[config.mk]
export PLATFORM = sky130hd
export DESIGN_NAME = interface_output
export DESIGN_NICKNAME = d
export VERILOG_FILES = /design/src/rtl/interface_output.sv
export SDC_FILE = /design/constraint.sdc
export NUM_CORES = 1
export LEC_CHECK = 0
export ABC_AREA = 1
export CORE_MARGIN = 5
export CORE_UTILIZATION = 35
export CTS_CLUSTER_DIAMETER = 150
export DETAILED_ROUTE_END_ITERATION = 10
export PLACE_DENSITY = 0.61
export REMOVE_ABC_BUFFERS = 1
export SYNTH_ARGS = -nofsm -noshare
export SYNTH_HDL_FRONTEND = slang
export SYNTH_SLANG_ARGS = --single-unit
[constraint.sdc]
create_clock -name clk -period 9.9 [get_ports clk]
set_clock_uncertainty 0.15 [all_clocks]
set_input_delay 1.98 -clock clk [delete_from_list [all_inputs] [get_ports clk]]
set_output_delay 1.98 -clock clk [all_outputs]
set_load 0.005 [all_outputs]
[src/rtl/interface_output.sv]
// Output packer for the CORDIC core: buffers core results, undoes the input quadrant fold and
// serializes each result as one (arctan) or two (cos, sin) 32-bit words over valid/ready.
module interface_output #(
    parameter int unsigned DATA_WIDTH      = 16,
    parameter int unsigned FIFO_DEPTH      = 4,
    parameter int unsigned FIFO_ADDR_WIDTH = 2
) (
    input  logic                       clk,
    input  logic                       rst,
    input  logic [DATA_WIDTH-1:0]      x_out,
    input  logic [DATA_WIDTH-1:0]      y_out,
    input  logic [DATA_WIDTH-1:0]      degree_out,
    input  logic                       flip_out,
    input  logic                       flip_dir_out,
    input  logic                       arctan_en_out,
    input  logic                       valid_out,
    output logic [31:0]                out_interface,
    output logic                       valid_out_interface,
    input  logic                       ready_in_interface,
    output logic [FIFO_ADDR_WIDTH:0]   fifo_count,
    output logic                       overflow_flag
);

    localparam int unsigned EntryWidth = 3 * DATA_WIDTH + 3;
    localparam int unsigned DepthInt = FIFO_DEPTH;
    localparam logic [FIFO_ADDR_WIDTH:0] FullCount = DepthInt[FIFO_ADDR_WIDTH:0];

    typedef enum logic {StIdle, StSin} state_e;

    state_e                     state_q, state_d;
    logic [EntryWidth-1:0]      mem [FIFO_DEPTH];
    logic [FIFO_ADDR_WIDTH-1:0] wptr_q, rptr_q;
    logic [FIFO_ADDR_WIDTH:0]   count_q;
    logic                       ovf_q;
    logic [31:0]                out_q, out_d;
    logic                       valid_q, valid_d;

    logic                  push, pop, advance, empty, full;
    logic [DATA_WIDTH-1:0] h_x, h_y, h_deg, cos_val, sin_val, beat0_data;
    logic                  h_flip, h_dir, h_arc;

    function automatic logic [DATA_WIDTH-1:0] neg_sat(input logic [DATA_WIDTH-1:0] v);
        logic [DATA_WIDTH-1:0] most_neg;
        most_neg = {1'b1, {(DATA_WIDTH - 1){1'b0}}};
        if (v == most_neg) begin
            return {1'b0, {(DATA_WIDTH - 1){1'b1}}};
        end
        return ~v + 1'b1;
    endfunction

    function automatic logic [31:0] pack_word(input logic beat, input logic arc,
                                              input logic [DATA_WIDTH-1:0] data);
        return {{(30 - DATA_WIDTH){1'b0}}, beat, arc, data};
    endfunction

    assign empty   = (count_q == '0);
    assign full    = (count_q == FullCount);
    assign advance = !valid_q || ready_in_interface;

    assign {h_x, h_y, h_deg, h_flip, h_dir, h_arc} = mem[rptr_q];

    // Undo the +/-90 degree fold applied at the input side of the core.
    always_comb begin
        cos_val = h_x;
        sin_val = h_y;
        if (h_flip) begin
            if (h_dir) begin
                cos_val = neg_sat(h_y);
                sin_val = h_x;
            end else begin
                cos_val = h_y;
                sin_val = neg_sat(h_x);
            end
        end
    end

    assign beat0_data = h_arc ? h_deg : cos_val;

    always_comb begin
        state_d = state_q;
        out_d   = out_q;
        valid_d = valid_q;
        pop     = 1'b0;
        if (advance) begin
            unique case (state_q)
                StIdle: begin
                    if (!empty) begin
                        out_d   = pack_word(1'b0, h_arc, beat0_data);
                        valid_d = 1'b1;
                        if (h_arc) begin
                            pop = 1'b1;
                        end else begin
                            state_d = StSin;
                        end
                    end else begin
                        valid_d = 1'b0;
                    end
                end
                StSin: begin
                    out_d   = pack_word(1'b1, 1'b0, sin_val);
                    valid_d = 1'b1;
                    pop     = 1'b1;
                    state_d = StIdle;
                end
            endcase
        end
    end

    // A pop on the same edge frees a slot, so a full FIFO can still accept.
    assign push = valid_out && (!full || pop);

    always_ff @(posedge clk) begin
        if (push) begin
            mem[wptr_q] <= {x_out, y_out, degree_out, flip_out, flip_dir_out, arctan_en_out};
        end
    end

    always_ff @(posedge clk) begin
        if (rst) begin
            state_q <= StIdle;
            wptr_q  <= '0;
            rptr_q  <= '0;
            count_q <= '0;
            ovf_q   <= 1'b0;
            out_q   <= '0;
            valid_q <= 1'b0;
        end else begin
            state_q <= state_d;
            out_q   <= out_d;
            valid_q <= valid_d;
            if (push) begin
                wptr_q <= wptr_q + 1'b1;
            end
            if (pop) begin
                rptr_q <= rptr_q + 1'b1;
            end
            if (push && !pop) begin
                count_q <= count_q + 1'b1;
            end else if (pop && !push) begin
                count_q <= count_q - 1'b1;
            end
            if (valid_out && !push) begin
                ovf_q <= 1'b1;
            end
        end
    end

    assign out_interface       = out_q;
    assign valid_out_interface = valid_q;
    assign fifo_count          = count_q;
    assign overflow_flag       = ovf_q;

endmodule

==> impl_metrics.csv <==
group,metric,value,unit
sta,min_period,5.51,ns
critical_path,crit_chain,"clkdlybuf4s50_1 -> nor2_1 -> inv_1 -> nand2_1 -> inv_1 -> o21ai_1 -> nand3_1 -> and2_1 -> inv_2 -> nor2_4 -> buf_4",
logic_synthesis,synth_edf_count,204,
sta,tightestPinTransition,0.983,ns
power_and_ir_drop,p_per_area,284,nW/um^2
drt,drcViolationCount,0,
sta,drv_slew,0,
global_route,grt_usage,0.148,
drt,ant_nets,0,
status,status,"completed",
cells_and_area,final_common_cell,"nand2_1",
place,dpl-instance-area,11700,um^2
critical_path,slowest_stage,"inv_1",
global_route,grt_max_degree,57,
critical_path,max_stage_delay,0.68,ns
critical_path,worst_setup_path_start_kind,"input pin",
critical_path,worstPathMaxFanout,30,
global_route,grt-ovfl-total,0,
sta,relSlewSlack,0.345,
critical_path,critPathKind,"input pin to flip-flop",
sta,fmax,182,MHz
floorplanning,rows,64,
cells_and_area,syn2layout_area_growth,16.7,%
sta,finalHoldViolations,0,
clock_network,cts_resized,0,
logic_synthesis,postSynth.asyncResetShare,0,
cells_and_area,multi_input_area,3430,um^2
drt,wirelength,25.8,mm
power_and_ir_drop,max-vdd-ir-drop,0.000132,V
floorplanning,io_pins,92,
critical_path,cp_top_family,"buffers and inverters",
cells_and_area,drive_gt1_frac,0.0692,
floorplanning,start_util,0.352,
floorplanning,die_w,185,um
cells_and_area,nNetsFinal,1188,
drt,num_vias,7375,
logic_synthesis,yosysSeqAreaShare,0.630,
place,port_buffers,77,
logic_synthesis,ys_ff_latch,234,
floorplanning,core-area,30300,um^2
critical_path,cp.arrival,5.52,ns
floorplanning,dieArea,34100,um^2
critical_path,required,9.91,ns
min_path,hp-class,"flip-flop to flip-flop",
global_route,grt_pass1_vias,7061,
cells_and_area,area.sequential,6730,um^2
cells_and_area,instances_no_fill,1539,
sta,rsz0062_at_grt,"false",
global_route,grt_pass1_wl,39.9,mm
clock_network,root_buffer,"clkbuf_16",
clock_network,clk-insertion-delay-late,0.52,ns
place,dp.cells,1494,
cells_and_area,fillers,2956,
power_and_ir_drop,p_leak,4.71,nW
logic_synthesis,syn-cell-area,10700,um^2
critical_path,cp_num_buf_inv,5,
sta,finalCritPeriodShare,0.556,
clock_network,cts-buffers-inserted,25,
drt,viasPerCell,4.79,
global_route,antenna_found_initial,2,
cells_and_area,fin_area,12500,um^2
critical_path,crit_top_cell,"inv_1",
floorplanning,die_h,185,um
sta,fin_setup_tns,0,ns
logic_synthesis,synth_cells,1062,
drt,first_pass_iters,6,
clock_network,htree_levels,1,
place,hpwl,16.7,mm
sta,setup_viol,0,
cells_and_area,final_cell_mix,"nand2_1, edfxtp_1, nor2_1",
logic_synthesis,yosys_warnings,0,
clock_network,post_cts_buffers,0,
logic_synthesis,ys_types,41,
clock_network,tritoncts,"done",
drt,wl_per_cell,16.8,um
logic_synthesis,synth_ff_type,"edfxtp_1",
critical_path,end_kind,"flip-flop",
run,cap_violations,0,
place,gp_congestion,0.887,
clock_network,clkTransAtPathRegs,0.06,ns
clock_network,clock-sinks,234,
clock_network,holdBufCountCts,0,
clock_network,cts_buffer_depth,3,
logic_synthesis,syn_area_per_cell,10.1,um^2
drt,drt_iter0_drc,630,
[tightest hold or removal path, delay by kind of cell, from the launching register on]
family	cells	cell delay, ns
flops	1	0.31
buf+inv	1	0.05
compound gates	1	0.05
[registers in the layout, summed over array words and instances (netlist names), named ones only]
signal,count
mem,204
wptr_q,2
fifo_count,3
valid_out_interface,1
out_interface,18
rptr_q,2
state_q,1
overflow_flag,1
[cell usage after synthesis, types with 8 or more instances]
| cell type | number | area share |
|---|---|---|
| inv_1 | 42 | 0.015 |
| a21oi_1 | 47 | 0.022 |
| o21ai_0 | 63 | 0.030 |
| o22ai_1 | 15 | 0.0088 |
| nand2_1 | 306 | 0.11 |
| buf_2 | 15 | 0.0070 |
| nand2_2 | 8 | 0.0047 |
| dfxtp_1 | 30 | 0.056 |
| nor2_1 | 112 | 0.039 |
| edfxtp_1 | 204 | 0.57 |
| buf_6 | 11 | 0.012 |
| clkbuf_1 | 17 | 0.0060 |
| buf_4 | 20 | 0.014 |
| nand3_1 | 95 | 0.045 |
[final timing paths]
| path | from | endpoint | slack [ns] | depth (start not counted) |
|---|---|---|---|---|
| max reg2reg | state_q | mem[3][13] | 4.75 | 10 |
| min | overflow_flag | overflow_flag | 0.31 | 2 |
| min reg2reg | overflow_flag | overflow_flag | 0.31 | 2 |
| max | ready_in_interface | mem[3][13] | 4.39 | 11 |
[where the power goes]
part / internal (W) / leakage [nW] / total [W] / switching, W
clock: 0.000509 / 0.374 / 0.000872 / 0.000363
sequential: 0.00121 / 2.12 / 0.00128 / 0.0000732
combinational: 0.000452 / 2.22 / 0.00139 / 0.000934
[per-stage QoR]
stage          hold slack [ns]  setup WS (ns)  power, W  utilization
6_report                 0.305           4.39   0.00354        0.410
3_3_place_gp             0.297           4.03   0.00267        0.385
5_1_grt                  0.331           4.13   0.00379        0.410
4_1_cts                  0.307           4.43   0.00357        0.410
3_5_place_dp             0.298           3.93   0.00269        0.385
2_1_floorplan            0.286           3.92   0.00221            -
[area by class of cell]
cell class              instances  area share
diodes                          1    0.000201
clock buffers                  37      0.0588
clock inverters                 7     0.00301
inverters                      49      0.0148
multi-input cells             728       0.275
flip-flops and latches        234       0.540
well taps                     396      0.0398
repair buffers                 87      0.0679
[metal layers]
| metal | share of wire | wire, um | up-vias | global-route usage |
|---|---|---|---|---|
| met4 | 0.014 | 359 | 2 | 0.0276 |
| met2 | 0.46 | 11800 | 189 | 0.237 |
| li1 | - | - | 3725 | - |
| met3 | 0.071 | 1840 | 30 | 0.0298 |
| met5 | 0.00050 | 13 | - | 0 |
| met1 | 0.46 | 11800 | 3429 | 0.213 |
[kinds of logic after synthesis]
logic type,after synthesis,share of synthesized area
other cells,1,0.000351
flops,234,0.630
buf+inv,113,0.0563
fa+ha+maj,8,0.0101
xor+xnor,13,0.0107
compound gates,147,0.0783
simple gates,546,0.214
(Power assumes the default switching activity.)
